==> src/rtl/instr_fetch.sv <==
// Instruction fetch stage: pc sequencing, 1-cycle imem reads, stall skid buffer, jump redirect.
// Optional HALT on opcode 8'hFF when IFETCH_HALT_EN is defined.
module instr_fetch #(
  parameter int         PC_W     = 8,
  parameter logic [7:0] NOP_CODE = 8'h80
) (
  input  logic            clk,
  input  logic            rst,
  input  logic            stall,
  input  logic            jmp,
  input  logic [PC_W-1:0] jmp_target,
  output logic [PC_W-1:0] imem_addr,
  output logic            imem_rd,
  input  logic [7:0]      imem_rdata,
  output logic [7:0]      instr_code,
  output logic [PC_W-1:0] instr_pc,
  output logic            instr_valid,
  output logic            halted
);

  localparam logic [1:0] RUN   = 2'd0;
  localparam logic [1:0] STALL = 2'd1;
  localparam logic [1:0] HALT  = 2'd2;

  logic [1:0]      state;
  logic [PC_W-1:0] pc;
  logic            rsp_pend;
  logic [PC_W-1:0] rsp_pc;
  logic            skid_vld;
  logic [7:0]      skid_code;
  logic [PC_W-1:0] skid_pc;

  logic            run_ok;
  logic            halt_ld;
  logic            drain;
  logic            ld_vld;
  logic [7:0]      ld_code;
  logic [PC_W-1:0] ld_pc;

`ifdef IFETCH_HALT_EN
  assign run_ok  = (state != HALT);
  assign halted  = (state == HALT);
  assign halt_ld = ld_vld && (ld_code == 8'hFF);
`else
  assign run_ok  = 1'b1;
  assign halted  = 1'b0;
  assign halt_ld = 1'b0;
`endif

  assign imem_addr = pc;
  assign imem_rd   = run_ok && !stall && !jmp;

  // A full skid is always older than any response, so it drains first.
  always_comb begin
    drain   = (state == STALL) && skid_vld;
    ld_vld  = drain || rsp_pend;
    ld_code = drain ? skid_code : imem_rdata;
    ld_pc   = drain ? skid_pc : rsp_pc;
  end

  always_ff @(posedge clk or negedge rst) begin
    if (!rst) begin
      state       <= RUN;
      pc          <= '0;
      rsp_pend    <= 1'b0;
      rsp_pc      <= '0;
      skid_vld    <= 1'b0;
      skid_code   <= NOP_CODE;
      skid_pc     <= '0;
      instr_code  <= NOP_CODE;
      instr_pc    <= '0;
      instr_valid <= 1'b0;
    end else if (!run_ok) begin
      rsp_pend    <= 1'b0;
      skid_vld    <= 1'b0;
      instr_code  <= NOP_CODE;
      instr_valid <= 1'b0;
    end else if (jmp) begin
      state       <= RUN;
      pc          <= jmp_target;
      rsp_pend    <= 1'b0;
      skid_vld    <= 1'b0;
      instr_code  <= NOP_CODE;
      instr_valid <= 1'b0;
    end else if (stall) begin
      state    <= STALL;
      rsp_pend <= 1'b0;
      if (rsp_pend) begin
        skid_vld  <= 1'b1;
        skid_code <= imem_rdata;
        skid_pc   <= rsp_pc;
      end
    end else begin
      state    <= halt_ld ? HALT : RUN;
      pc       <= pc + PC_W'(1);
      rsp_pend <= 1'b1;
      rsp_pc   <= pc;
      skid_vld <= 1'b0;
      if (ld_vld) begin
        instr_code  <= ld_code;
        instr_pc    <= ld_pc;
        instr_valid <= 1'b1;
      end else begin
        instr_code  <= NOP_CODE;
        instr_valid <= 1'b0;
      end
    end
  end

endmodule

==> config.mk <==
export PLATFORM = sky130hd
export DESIGN_NAME = instr_fetch
export DESIGN_NICKNAME = d
export VERILOG_FILES = /design/src/rtl/instr_fetch.sv
export SDC_FILE = /design/constraint.sdc
export NUM_CORES = 1
export LEC_CHECK = 0
export ABC_AREA = 1
export CAP_MARGIN = 20
export CELL_PAD_IN_SITES_DETAIL_PLACEMENT = 0
export CELL_PAD_IN_SITES_GLOBAL_PLACEMENT = 1
export CORE_UTILIZATION = 39
export CTS_BUF_LIST = sky130_fd_sc_hd__clkbuf_8
export DETAILED_ROUTE_END_ITERATION = 10
export GPL_TIMING_DRIVEN = 0
export PLACE_DENSITY_LB_ADDON = 0.1
export SLEW_MARGIN = 10
export SYNTH_ARGS = -nofsm -noshare
export SYNTH_HDL_FRONTEND = slang
export SYNTH_SLANG_ARGS = --single-unit
==> constraint.sdc <==
create_clock -name clk -period 1.47 [get_ports clk]
set_input_delay 0.2205 -clock clk [delete_from_list [all_inputs] [get_ports clk]]
set_output_delay 0.2205 -clock clk [all_outputs]
set_load 0.01 [all_outputs]
Word-level counts from Yosys, hierarchy flattened. Cells that the tools add are included.

Register bits after elaboration: 53. Logic and storage cells: 41.

Add/subtract/negate cells: 1. Equal/unequal tests: 3. Muxes and demuxes: 17. Bitwise gates (word level): 2. Reductions and logical operators: 8.

Operator list (number): 8-bit two-way mux (7); 1-bit two-way mux (10); 8-bit by 1-bit adder with 8-bit output (second input constant) (1); 3-bit AND reduction (2); 3-bit by 1-bit inequality test with 1-bit output (second input constant) (1); 2-bit by 1-bit == test with 1-bit output (second input constant) (1); 1-bit logical AND (2); 1-bit logical NOT (2); 2-bit by 1-bit inequality test with 1-bit output (second input constant) (1); 1-bit NOT (2); 2-bit AND reduction (1); 1-bit logical OR (1).

Longest topological paths before layout. Gate-level depths: netlist of run 1.

Depth after elaboration: 6. Gate-level depth with buffers: 9. Gate-level depth less buffers: 7.

Least setup slack after synthesis of run 1. OpenSTA, ideal clock, no wires.

Path kind: register -> register. Start: register state[0]. End: register instr_code[5]. Data arrival time: 0.989 ns. Data required time: 1.354 ns. Slack: 0.364 ns. Stages on the path, launching flop included: 9. Buffers on the path: 2. Path through: dfrtp_1 > buf_4 > nand2_4 > nand2_1 > nand2_4 > inv_4 > buf_6 > nand2_1 > nand2_1.

Cells in the longest elaborated chain, start to end: 6. Elaborated cells on any way between the ends: 7. Classes of those cells: eq/ne (1); mux (4); reduce/logical (2).

RTL lines: start: declaration (line 25) `logic [1:0] state;`; start signal: assignment (line 94) `state <= halt_ld ? HALT : RUN;`; 2-bit by 1-bit == test with 1-bit output (*) (line 55) `drain = (state == STALL) && skid_vld;`; 1-bit logical AND (*) (line 55); 8-bit two-way mux or 1-bit logical OR (tied branches) (line 57, 56); 8-bit two-way mux (*) (line 99) `if (ld_vld) begin`; 8-bit two-way mux (*) (line 85) `end else if (stall) begin`; 8-bit two-way mux (*) (line 78) `end else if (jmp) begin`; end signal: assignment (line 100) `instr_code <= ld_code;`; end: declaration (line 15) `output logic [7:0] instr_code,`.

Mark *: on every way between the ends. The rest lies on a longest branch, timed or not. The select of a mux whose other input is x is not followed. A chain may end at the register's enable or synchronous reset.

Worst setup path after layout of run 1.
Start: register pc[2] (netlist: imem_addr[2]). End: output imem_addr[2].

RTL lines: start: declaration (line 26) `logic [PC_W-1:0] pc;`; start signal: assignment (line 80) `pc <= jmp_target;`; start signal: assignment (line 95) `pc <= pc + PC_W'(1);`; end: declaration (line 12) `output logic [PC_W-1:0] imem_addr,`.

No word-level cell between the ends.

==> flow_metrics.env, run 1 <==
export IMPL_run_status="finished clean"
export IMPL_critical_path_data_arrival_time_ps=1200
export IMPL_finish_net_count=383
export IMPL_place_congestion=0.789
export IMPL_postLayoutCellArea_um2=3190
export IMPL_insertion_delay_ps=300
export IMPL_cp_start_kind="flip-flop"
export IMPL_antenna_violations_before_repair=0
export IMPL_start_util_pct=41.0
export IMPL_worst_ir_drop_vdd_v=0.000447
export IMPL_report_final_setup_viol=0
export IMPL_fin_tns_setup_ps=0
export IMPL_drtPass1Iterations=4
export IMPL_leakage_nw=1.74
export IMPL_fp_dieW_um=81.3
export IMPL_wl_per_cell_um=12.0
export IMPL_die_area_um2=6620
export IMPL_final_hold_violation_count=0
export IMPL_clockRootBuffer="clkbuf_8"
export IMPL_min_delay_path_class="in2reg"
export IMPL_detailroute_wirelength_met2_mm=2.37
export IMPL_post_route_min_period_ps=1420
export IMPL_critical_path_buf_inv_count=1
export IMPL_synthToLayoutAreaGrowth_pct=29.8
export IMPL_power_per_cell_area_nw_per_um2=1060
export IMPL_cts_max_level=2
export IMPL_core_area_um2=5990
export IMPL_worst_slew_pin_slew_ps=596
export IMPL_rsz0062_at_grt="no"
export IMPL_finalCritPeriodShare_pct=96.6
export IMPL_worst_path_class_setup="reg2out"
export IMPL_met1Wirelength_mm=2.61
export IMPL_total_global_routing_track_utilization_pct=17.9
export IMPL_cts_buffers_inserted=5
export IMPL_proportion_of_synthesized_chip_area_in_sequential_cells_pct=53.1
export IMPL_drv_cap=0
export IMPL_post_route_util_pct=53.2
export IMPL_global_route_overflow_total=0
export IMPL_nFillCells=593
export IMPL_synth_net_count=323
export IMPL_postSynthCellCount=302
export IMPL_antenna_cell_count=0
export IMPL_detailedPlacementHpwl_mm=3.66
export IMPL_met3_wirelength_um=231
export IMPL_remaining_drc_errors=0
export IMPL_slowest_cp_cell="clkdlybuf4s50_1"
export IMPL_yosys_warnings=0
export IMPL_postRouteWirelength_mm=5.26
export IMPL_final_common_cell="nand2_1"
export IMPL_timing_clock_skew_ps=6.09
export IMPL_grt_start_max_net_pins=29
export IMPL_layout_drive_gt1_share_pct=12.1
export IMPL_post_drt_via_cell_ratio=4.58
export IMPL_syn_avg_cell_area_um2=8.13
export IMPL_top_signal_layer_used="met4"
export IMPL_tritoncts="yes"
export IMPL_core_rowCount=28
export IMPL_yosys_register_bits=52
export IMPL_cp_max_fo=2
export IMPL_final_max_slew_viol_count=0
export IMPL_route_antenna_remaining_nets=0
export IMPL_max_slew_headroom_pct=60.3
export IMPL_layout_common_cells="nand2_1 (119), dfrtp_1 (46), clkdlybuf4s50_1 (32)"
export IMPL_crit_path_cell_trace="clkdlybuf4s50_1"
export IMPL_num_io_pins=47
export IMPL_max_clock_path_buffers=2
export IMPL_synth_cell_area_um2=2450
export IMPL_critical_path_top_delay_family="buffers and inverters"
export IMPL_cts_sink_count=52
export IMPL_detailed_place_area_um2=3000
export IMPL_clock_fmax_ghz=0.704
export IMPL_first_iter_violations=115
export IMPL_finalHoldWorstSlack_ps=227
export IMPL_wire_length_of_the_first_global_routing_pass_mm=8.83
export IMPL_yosys_cell_types_count=21
export IMPL_cp_required_ps=1250
export IMPL_place_port_buffers=44
export IMPL_first_global_vias=1812
export IMPL_cp_end_kind="output pin"
export IMPL_die_h_um=81.3
export IMPL_cts_clk_slew_worst_paths_ps=90
export IMPL_dr_total_vias=2004
export IMPL_slowest_delay_ps=530
flip-flops by register name (all words and copies together) (netlist names):
| signal | flops |
|---|---|
| instr_valid | 1 |
| skid_vld | 1 |
| skid_pc | 8 |
| instr_pc | 8 |
| skid_code | 8 |
| imem_addr | 8 |
| rsp_pc | 8 |
| instr_code | 8 |
| state | 1 |
| rsp_pend | 1 |
logic make-up (layout without fill, tap and decap cells):
kind of cell	count (synthesis)	in the layout	synth area share, %
simple gates	167	167	28.7
fa+ha+maj	1	1	0.510
flops	52	52	53.1
other cells	1	1	0.153
buf+inv	44	105	9.89
compound gates	37	37	7.65
cell usage after synthesis:
cell | n | area share [%]
nor2_8 | 1 | 0.82
nand2_1 | 119 | 18
o21ai_0 | 14 | 2.9
buf_6 | 5 | 2.3
inv_8 | 2 | 0.92
nand2_8 | 1 | 0.82
ha_1 | 1 | 0.51
buf_4 | 5 | 1.5
buf_2 | 3 | 0.61
dfstp_2 | 2 | 2.1
nand3_1 | 18 | 3.7
conb_1 | 1 | 0.15
o211ai_1 | 1 | 0.31
a21oi_1 | 14 | 2.9
inv_2 | 1 | 0.15
nor2_1 | 25 | 3.8
nand2_4 | 3 | 1.4
inv_1 | 27 | 4.1
inv_4 | 1 | 0.26
dfrtp_1 | 50 | 51
o21ai_1 | 8 | 1.6
area by class of cell:
cell class	instances	area (µm²)	share of cell area (%)
Clock buffer	7	96.3	3.02
Sequential cell	52	1310	41.1
Buffer	13	109	3.42
Timing Repair Buffer	53	532	16.7
Clock inverter	1	3.75	0.118
Tap cell	75	93.8	2.95
Multi-Input combinational cell	206	908	28.5
Inverter	31	134	4.20
through the flow:
step / worst slack, ps / power (W) / cells
3_5_place_dp: -306 / 0.00251 / 422
6_report: 50.1 / 0.00337 / 438
2_1_floorplan: 364 / 0.00216 / 302
3_3_place_gp: -1480 / 0.00249 / 421
5_1_grt: 0.529 / 0.00360 / 438
4_1_cts: 16.2 / 0.00343 / 438
where the power goes:
part	internal, W	switching [W]
registers	0.00165	0.000105
logic	0.000363	0.000377
clock network	0.000424	0.000457
layer usage:
metal,vias up,track usage [%]
met5,-,0
met4,0,4.82
met2,46,27.8
met1,903,24.9
li1,1051,-
met3,4,3.93
final timing paths:
check                              from  slack [ps]  cells past startpoint             to
setup / recovery           imem_addr[2]          50                      1   imem_addr[2]
hold / removal                      jmp         230                      3   imem_addr[1]
setup reg to reg           imem_addr[0]         230                      6   imem_addr[4]
hold reg to reg             instr_pc[0]         480                      2    instr_pc[0]
max in group asynchronous           rst         390                      3  instr_code[7]
min in group asynchronous           rst         440                      2    instr_pc[7]
what timing repair did:
action | in CTS | in global routing
setup buffers | 7 | 0
resized for setup | 8 | 8
setup endpoints to repair | 10 | 8
hold buffers | 1 | 0
hold endpoints to repair | 24 | 0
pin swaps | 0 | 0
cloned | 0 | 0
No activity file was read; power rests on OpenSTA's default activity.
==> run 2, diff against run 1 <==
==> constraint.sdc (replaced) <==
create_clock -name clk -period 1.47 [get_ports clk]
set_input_delay 0.294 -clock clk [delete_from_list [all_inputs] [get_ports clk]]
set_output_delay 0.294 -clock clk [all_outputs]
set_load 0.01 [all_outputs]
==> flow_metrics.env, run 2 (synthesized netlist as in run 1, its figures left out) <==
export IMPL_fp_dieW_um=81.3
export IMPL_dp_cells=422
export IMPL_post_drt_via_cell_ratio=4.57
export IMPL_insertion_delay_ps=300
export IMPL_first_iter_violations=110
export IMPL_sequential_cell_area_um2=1310
export IMPL_clockRootBuffer="clkbuf_8"
export IMPL_multiInputGateArea_um2=908
export IMPL_reg2reg_depth=6
export IMPL_sw_frac_of_total_pct=28.3
export IMPL_final_max_slew_viol_count=0
export IMPL_critical_path_top_delay_family="flip-flops"
export IMPL_wire_length_of_the_first_global_routing_pass_mm=8.86
export IMPL_layout_common_cells="nand2_1 (119), dfrtp_1 (46), inv_1 (28)"
export IMPL_report_final_setup_viol=0
export IMPL_post_cts_hold_buffer_count=0
export IMPL_combPwrFrac_pct=20.9
export IMPL_worst_path_class_setup="reg2out"
export IMPL_nFillCells=613
export IMPL_finalHoldWorstSlack_ps=-18.5
export IMPL_post_route_util_pct=52.7
export IMPL_place_congestion=0.789
export IMPL_die_h_um=81.3
export IMPL_finalCritPeriodShare_pct=94.3
export IMPL_antenna_cell_count=0
export IMPL_cts_clk_slew_worst_paths_ps=90
export IMPL_layoutNonFillerInstCount=440
export IMPL_global_route_overflow_total=0
export IMPL_max_slew_headroom_pct=60.6
export IMPL_detailedPlacementHpwl_mm=3.66
export IMPL_place_port_buffers=44
export IMPL_core_rowCount=28
export IMPL_run_status="finished with violations"
export IMPL_num_io_pins=47
export IMPL_internal_power_w=0.00239
export IMPL_violations="hold timing"
export IMPL_synthToLayoutAreaGrowth_pct=28.5
export IMPL_max_clock_path_buffers=2
export IMPL_rsz0062_at_grt="no"
export IMPL_wl_per_cell_um=12.1
export IMPL_start_util_pct=41.0
export IMPL_power_per_cell_area_nw_per_um2=1060
export IMPL_crit_path_cell_trace="dlygate4sd2_1"
export IMPL_slowest_delay_ps=540
export IMPL_drv_cap=0
export IMPL_clock_fmax_ghz=0.721
export IMPL_total_global_routing_track_utilization_pct=17.9
export IMPL_worst_ir_drop_vdd_v=0.000427
export IMPL_detailed_place_area_um2=3000
export IMPL_drtPass1Iterations=4
export IMPL_final_common_cell="nand2_1"
export IMPL_layout_drive_gt1_share_pct=13.2
export IMPL_core_area_um2=5990
export IMPL_cts_buffers_inserted=5
export IMPL_grt_start_max_net_pins=29
export IMPL_post_route_min_period_ps=1390
export IMPL_finish_net_count=385
export IMPL_critical_path_data_arrival_time_ps=1090
export IMPL_remaining_drc_errors=0
export IMPL_critical_path_buf_inv_count=1
export IMPL_pwr_share_clk_pct=26.5
export IMPL_power_net_switching_w=0.000943
export IMPL_p_seq_share_pct=52.6
export IMPL_route_antenna_remaining_nets=0
export IMPL_cp_end_kind="output pin"
export IMPL_cp_start_kind="flip-flop"
export IMPL_cts_max_level=2
export IMPL_min_delay_path_class="in2async"
export IMPL_postRouteWirelength_mm=5.31
export IMPL_critical_path_cell_count=1
export IMPL_cp_max_fo=2
export IMPL_cts_sink_count=52
export IMPL_antenna_violations_before_repair=0
export IMPL_tritoncts="yes"
export IMPL_postLayoutCellArea_um2=3160
export IMPL_leakage_nw=1.75
export IMPL_slowest_cp_cell="dfstp_2"
export IMPL_first_global_vias=1814
export IMPL_cp_required_ps=1180
export IMPL_final_hold_violation_count=24
export IMPL_die_area_um2=6620
export IMPL_worst_slew_pin_slew_ps=590
export IMPL_dr_total_vias=2012
export IMPL_timing_clock_skew_ps=5.96
## run 2: cell count changes in the layout (fill, tap and decap cells not counted), sizes merged
cell           delta
clkinv            +1
dlygate4sd2      +22
buf               +4
dlygate4sd3       -1
dlymetal6s2s      -6
clkdlybuf4s50    -16
inv               -1
clkdlybuf4s15     -1
## run 2: worst register-to-register path, delay by kind of cell, from the launching register on
family	cells	cell delay [ps]
DFF	1	420
and+or+nand+nor	3	260
adders and majority gates	1	220
buffers and inverters	1	160
AOI/OAI and AO/OA	1	80
## run 2: power by group through the flow
stage	clock (W)	combinational (W)	sequential, W
floorplan	0	0.000339	0.00182
global placement	0	0.000691	0.00180
detailed placement	0	0.000703	0.00180
CTS	0.000919	0.000702	0.00175
global route	0.000972	0.000799	0.00178
finish	0.000884	0.000697	0.00175
## run 2: per-stage QoR
stage                     TNS (ps)  setup WS [ps]  total power [W]
after global placement      -83250          -1550          0.00249
after CTS                        0           15.5          0.00337
after detailed placement     -3820           -453          0.00251
final                            0           83.7          0.00333
after global routing             0           41.6          0.00355
after floorplan                  0            364          0.00216
## run 2: repair_timing
action | CTS | global route
buffers inserted | 7 | 3
pin swaps | 1 | 2
gates resized for setup | 33 | 2
endpoints found under the setup margin | 26 | 5
## run 2: worst paths after layout
kind,slack (ps),from,endpoint
min reg2reg,480,instr_valid,instr_valid
max reg2reg,230,imem_addr[0],imem_addr[4]
min in group clk,300,jmp,imem_addr[1]
max in group asynchronous,850,rst,instr_code[7]
max,80,instr_code[7],instr_code[7]
min,-20,rst,instr_pc[7]
## run 2: final cells by class
| type | count | area share (%) |
|---|---|---|
| multi-input cells | 206 | 28.8 |
| repair buffers | 55 | 15.7 |
| inverters | 31 | 4.40 |
| well taps | 75 | 2.97 |
| plain buffers | 13 | 3.45 |
| flip-flops and latches | 52 | 41.5 |
| clock buffers | 7 | 3.05 |
| clock inverters | 1 | 0.119 |
## run 2: metal layers
metal  up-vias  part of all wire, %  GRT usage, %
met4         0                 0.94          4.82
li1       1054                    -             -
met1       911                   50          25.0
met5         -                    0             0
met3         4                  4.0          3.93
met2        43                   45          27.8
==> run 3, diff against run 2 <==
--- a/config.mk
+++ b/config.mk
@@ -9,8 +9,10 @@
 export CAP_MARGIN = 20
 export CELL_PAD_IN_SITES_DETAIL_PLACEMENT = 0
 export CELL_PAD_IN_SITES_GLOBAL_PLACEMENT = 1
-export CORE_UTILIZATION = 39
+export CORE_MARGIN = 2
+export CORE_UTILIZATION = 36
 export CTS_BUF_LIST = sky130_fd_sc_hd__clkbuf_8
+export CTS_CLUSTER_SIZE = 16
 export DETAILED_ROUTE_END_ITERATION = 10
 export GPL_TIMING_DRIVEN = 0
 export PLACE_DENSITY_LB_ADDON = 0.1
==> constraint.sdc (replaced) <==
create_clock -name clk -period 1.25 [get_ports clk]
set_input_delay 0.25 -clock clk [delete_from_list [all_inputs] [get_ports clk]]
set_output_delay 0.25 -clock clk [all_outputs]
set_load 0.01 [all_outputs]
==> flow_metrics.env, run 3 (synthesized netlist as in run 1, its figures left out) <==
export IMPL_num_io_pins=47
export IMPL_pwr_share_clk_pct=27.4
export IMPL_power_per_cell_area_nw_per_um2=1240
export IMPL_max_slew_headroom_pct=62.7
export IMPL_remaining_drc_errors=0
export IMPL_critical_path_data_arrival_time_ps=970
export IMPL_run_status="finished clean"
export IMPL_slowest_cp_cell="dfrtp_1"
export IMPL_insertion_delay_ps=300
export IMPL_place_port_buffers=44
export IMPL_fp_dieW_um=86.6
export IMPL_die_area_um2=7500
export IMPL_clockRootBuffer="clkbuf_8"
export IMPL_critical_path_top_delay_family="flip-flops"
export IMPL_clock_fmax_ghz=0.821
export IMPL_final_hold_violation_count=0
export IMPL_final_common_cell="nand2_1"
export IMPL_finish_net_count=402
export IMPL_worst_ir_drop_vdd_v=0.000481
export IMPL_final_max_slew_viol_count=0
export IMPL_critical_path_buf_inv_count=1
export IMPL_cts_buffers_inserted=5
export IMPL_sw_frac_of_total_pct=27.5
export IMPL_cp_required_ps=1000
export IMPL_finalHoldWorstSlack_ps=251
export IMPL_grt_start_max_net_pins=31
export IMPL_route_antenna_remaining_nets=0
export IMPL_combPwrFrac_pct=22.9
export IMPL_internal_power_w=0.00300
export IMPL_detailedPlacementHpwl_mm=3.73
export IMPL_wire_length_of_the_first_global_routing_pass_mm=9.45
export IMPL_core_area_um2=6680
export IMPL_global_route_overflow_total=0
export IMPL_slowest_delay_ps=380
export IMPL_max_clock_path_buffers=2
export IMPL_min_delay_path_class="in2reg"
export IMPL_p_seq_share_pct=49.7
export IMPL_drtPass1Iterations=4
export IMPL_cp_max_fo=2
export IMPL_leakage_nw=1.81
export IMPL_place_congestion=0.797
export IMPL_post_drt_via_cell_ratio=4.49
export IMPL_layout_common_cells="nand2_1 (118), dfrtp_1 (47), inv_1 (28), buf_4 (28), nor2_1 (25)"
export IMPL_total_global_routing_track_utilization_pct=16.1
export IMPL_antenna_violations_before_repair=0
export IMPL_finalCritPeriodShare_pct=97.5
export IMPL_dr_total_vias=2075
export IMPL_synthToLayoutAreaGrowth_pct=36.2
export IMPL_antenna_cell_count=0
export IMPL_report_final_setup_viol=0
export IMPL_timing_clock_skew_ps=3.61
export IMPL_cts_clk_slew_worst_paths_ps=90
export IMPL_layout_drive_gt1_share_pct=17.8
export IMPL_first_iter_violations=151
export IMPL_start_util_pct=36.7
export IMPL_worst_slew_pin_slew_ps=559
export IMPL_core_rowCount=30
export IMPL_worst_path_class_setup="reg2out"
export IMPL_cts_sink_count=52
export IMPL_power_net_switching_w=0.00114
export IMPL_die_h_um=86.6
export IMPL_crit_path_cell_trace="dlygate4sd2_1"
export IMPL_cts_max_level=2
export IMPL_post_route_util_pct=50.1
export IMPL_tritoncts="yes"
export IMPL_drv_cap=0
export IMPL_cp_end_kind="output pin"
export IMPL_postRouteWirelength_mm=5.45
export IMPL_wl_per_cell_um=11.8
export IMPL_post_route_min_period_ps=1220
export IMPL_first_global_vias=1943
export IMPL_cp_start_kind="flip-flop"
-- run 3: layout make-up --
cell class / instances / area [µm²]
clock buffers: 5 / 68.8
clock inverters: 3 / 38.8
flip-flops and latches: 52 / 1310
fillers: 695 / 3340
plain buffers: 13 / 129
repair buffers: 72 / 631
multi-input cells: 206 / 936
well taps: 80 / 100
inverters: 31 / 134
-- run 3: repair_timing --
action	4_1_cts	5_1_grt
hold buffers	1	0
setup endpoints to repair	31	40
setup buffers	12	14
hold endpoints to repair	20	0
gates cloned	0	0
pin swaps	2	1
resized for setup	41	22
-- run 3: worst min-delay path: cells and delay by family --
kind	cells	cell delay, ps
AND/OR/NAND/NOR	2	140
buffers and inverters	1	140
-- run 3: path summary, 6_finish.rpt --
path                       slack (ps)          start       endpoint  depth (start not counted)
hold / removal                    250            jmp   imem_addr[1]                          3
setup reg to reg                   80       skid_vld    instr_pc[4]                          8
setup / recovery                   30  instr_code[1]  instr_code[1]                          1
max in group asynchronous         230            rst     skid_pc[4]                          3
min in group asynchronous         470            rst  instr_code[4]                          2
hold reg to reg                   480    instr_valid    instr_valid                          2
-- run 3: power by group through the flow --
| stage | Combinational, W | Sequential, W | Clock, W |
|---|---|---|---|
| 2_1_floorplan | 0.000398 | 0.00214 | 0 |
| 3_3_place_gp | 0.000816 | 0.00211 | 0 |
| 3_5_place_dp | 0.000828 | 0.00212 | 0 |
| 4_1_cts | 0.000847 | 0.00206 | 0.00117 |
| 5_1_grt | 0.00108 | 0.00208 | 0.00124 |
| 6_report | 0.000949 | 0.00205 | 0.00113 |
-- run 3: per-layer routing --
| layer | GRT usage, % | wire length, µm |
|---|---|---|
| met4 | 4.83 | 73 |
| met5 | 0 | 0 |
| met2 | 24.2 | 2400 |
| met1 | 23.6 | 2790 |
| met3 | 2.86 | 180 |
-- run 3: per-stage QoR --
step	TNS (ps)	area (µm²)	setup WS, ps	power [W]	cells
floorplan	0	2450	144	0.00254	302
global placement	-102010	3000	-1750	0.00293	426
detailed placement	-12480	3010	-580	0.00294	427
CTS	-10.5	3200	-10.5	0.00408	448
global route	-8.51	3340	-5.64	0.00440	462
finish	0	3340	31.6	0.00414	462
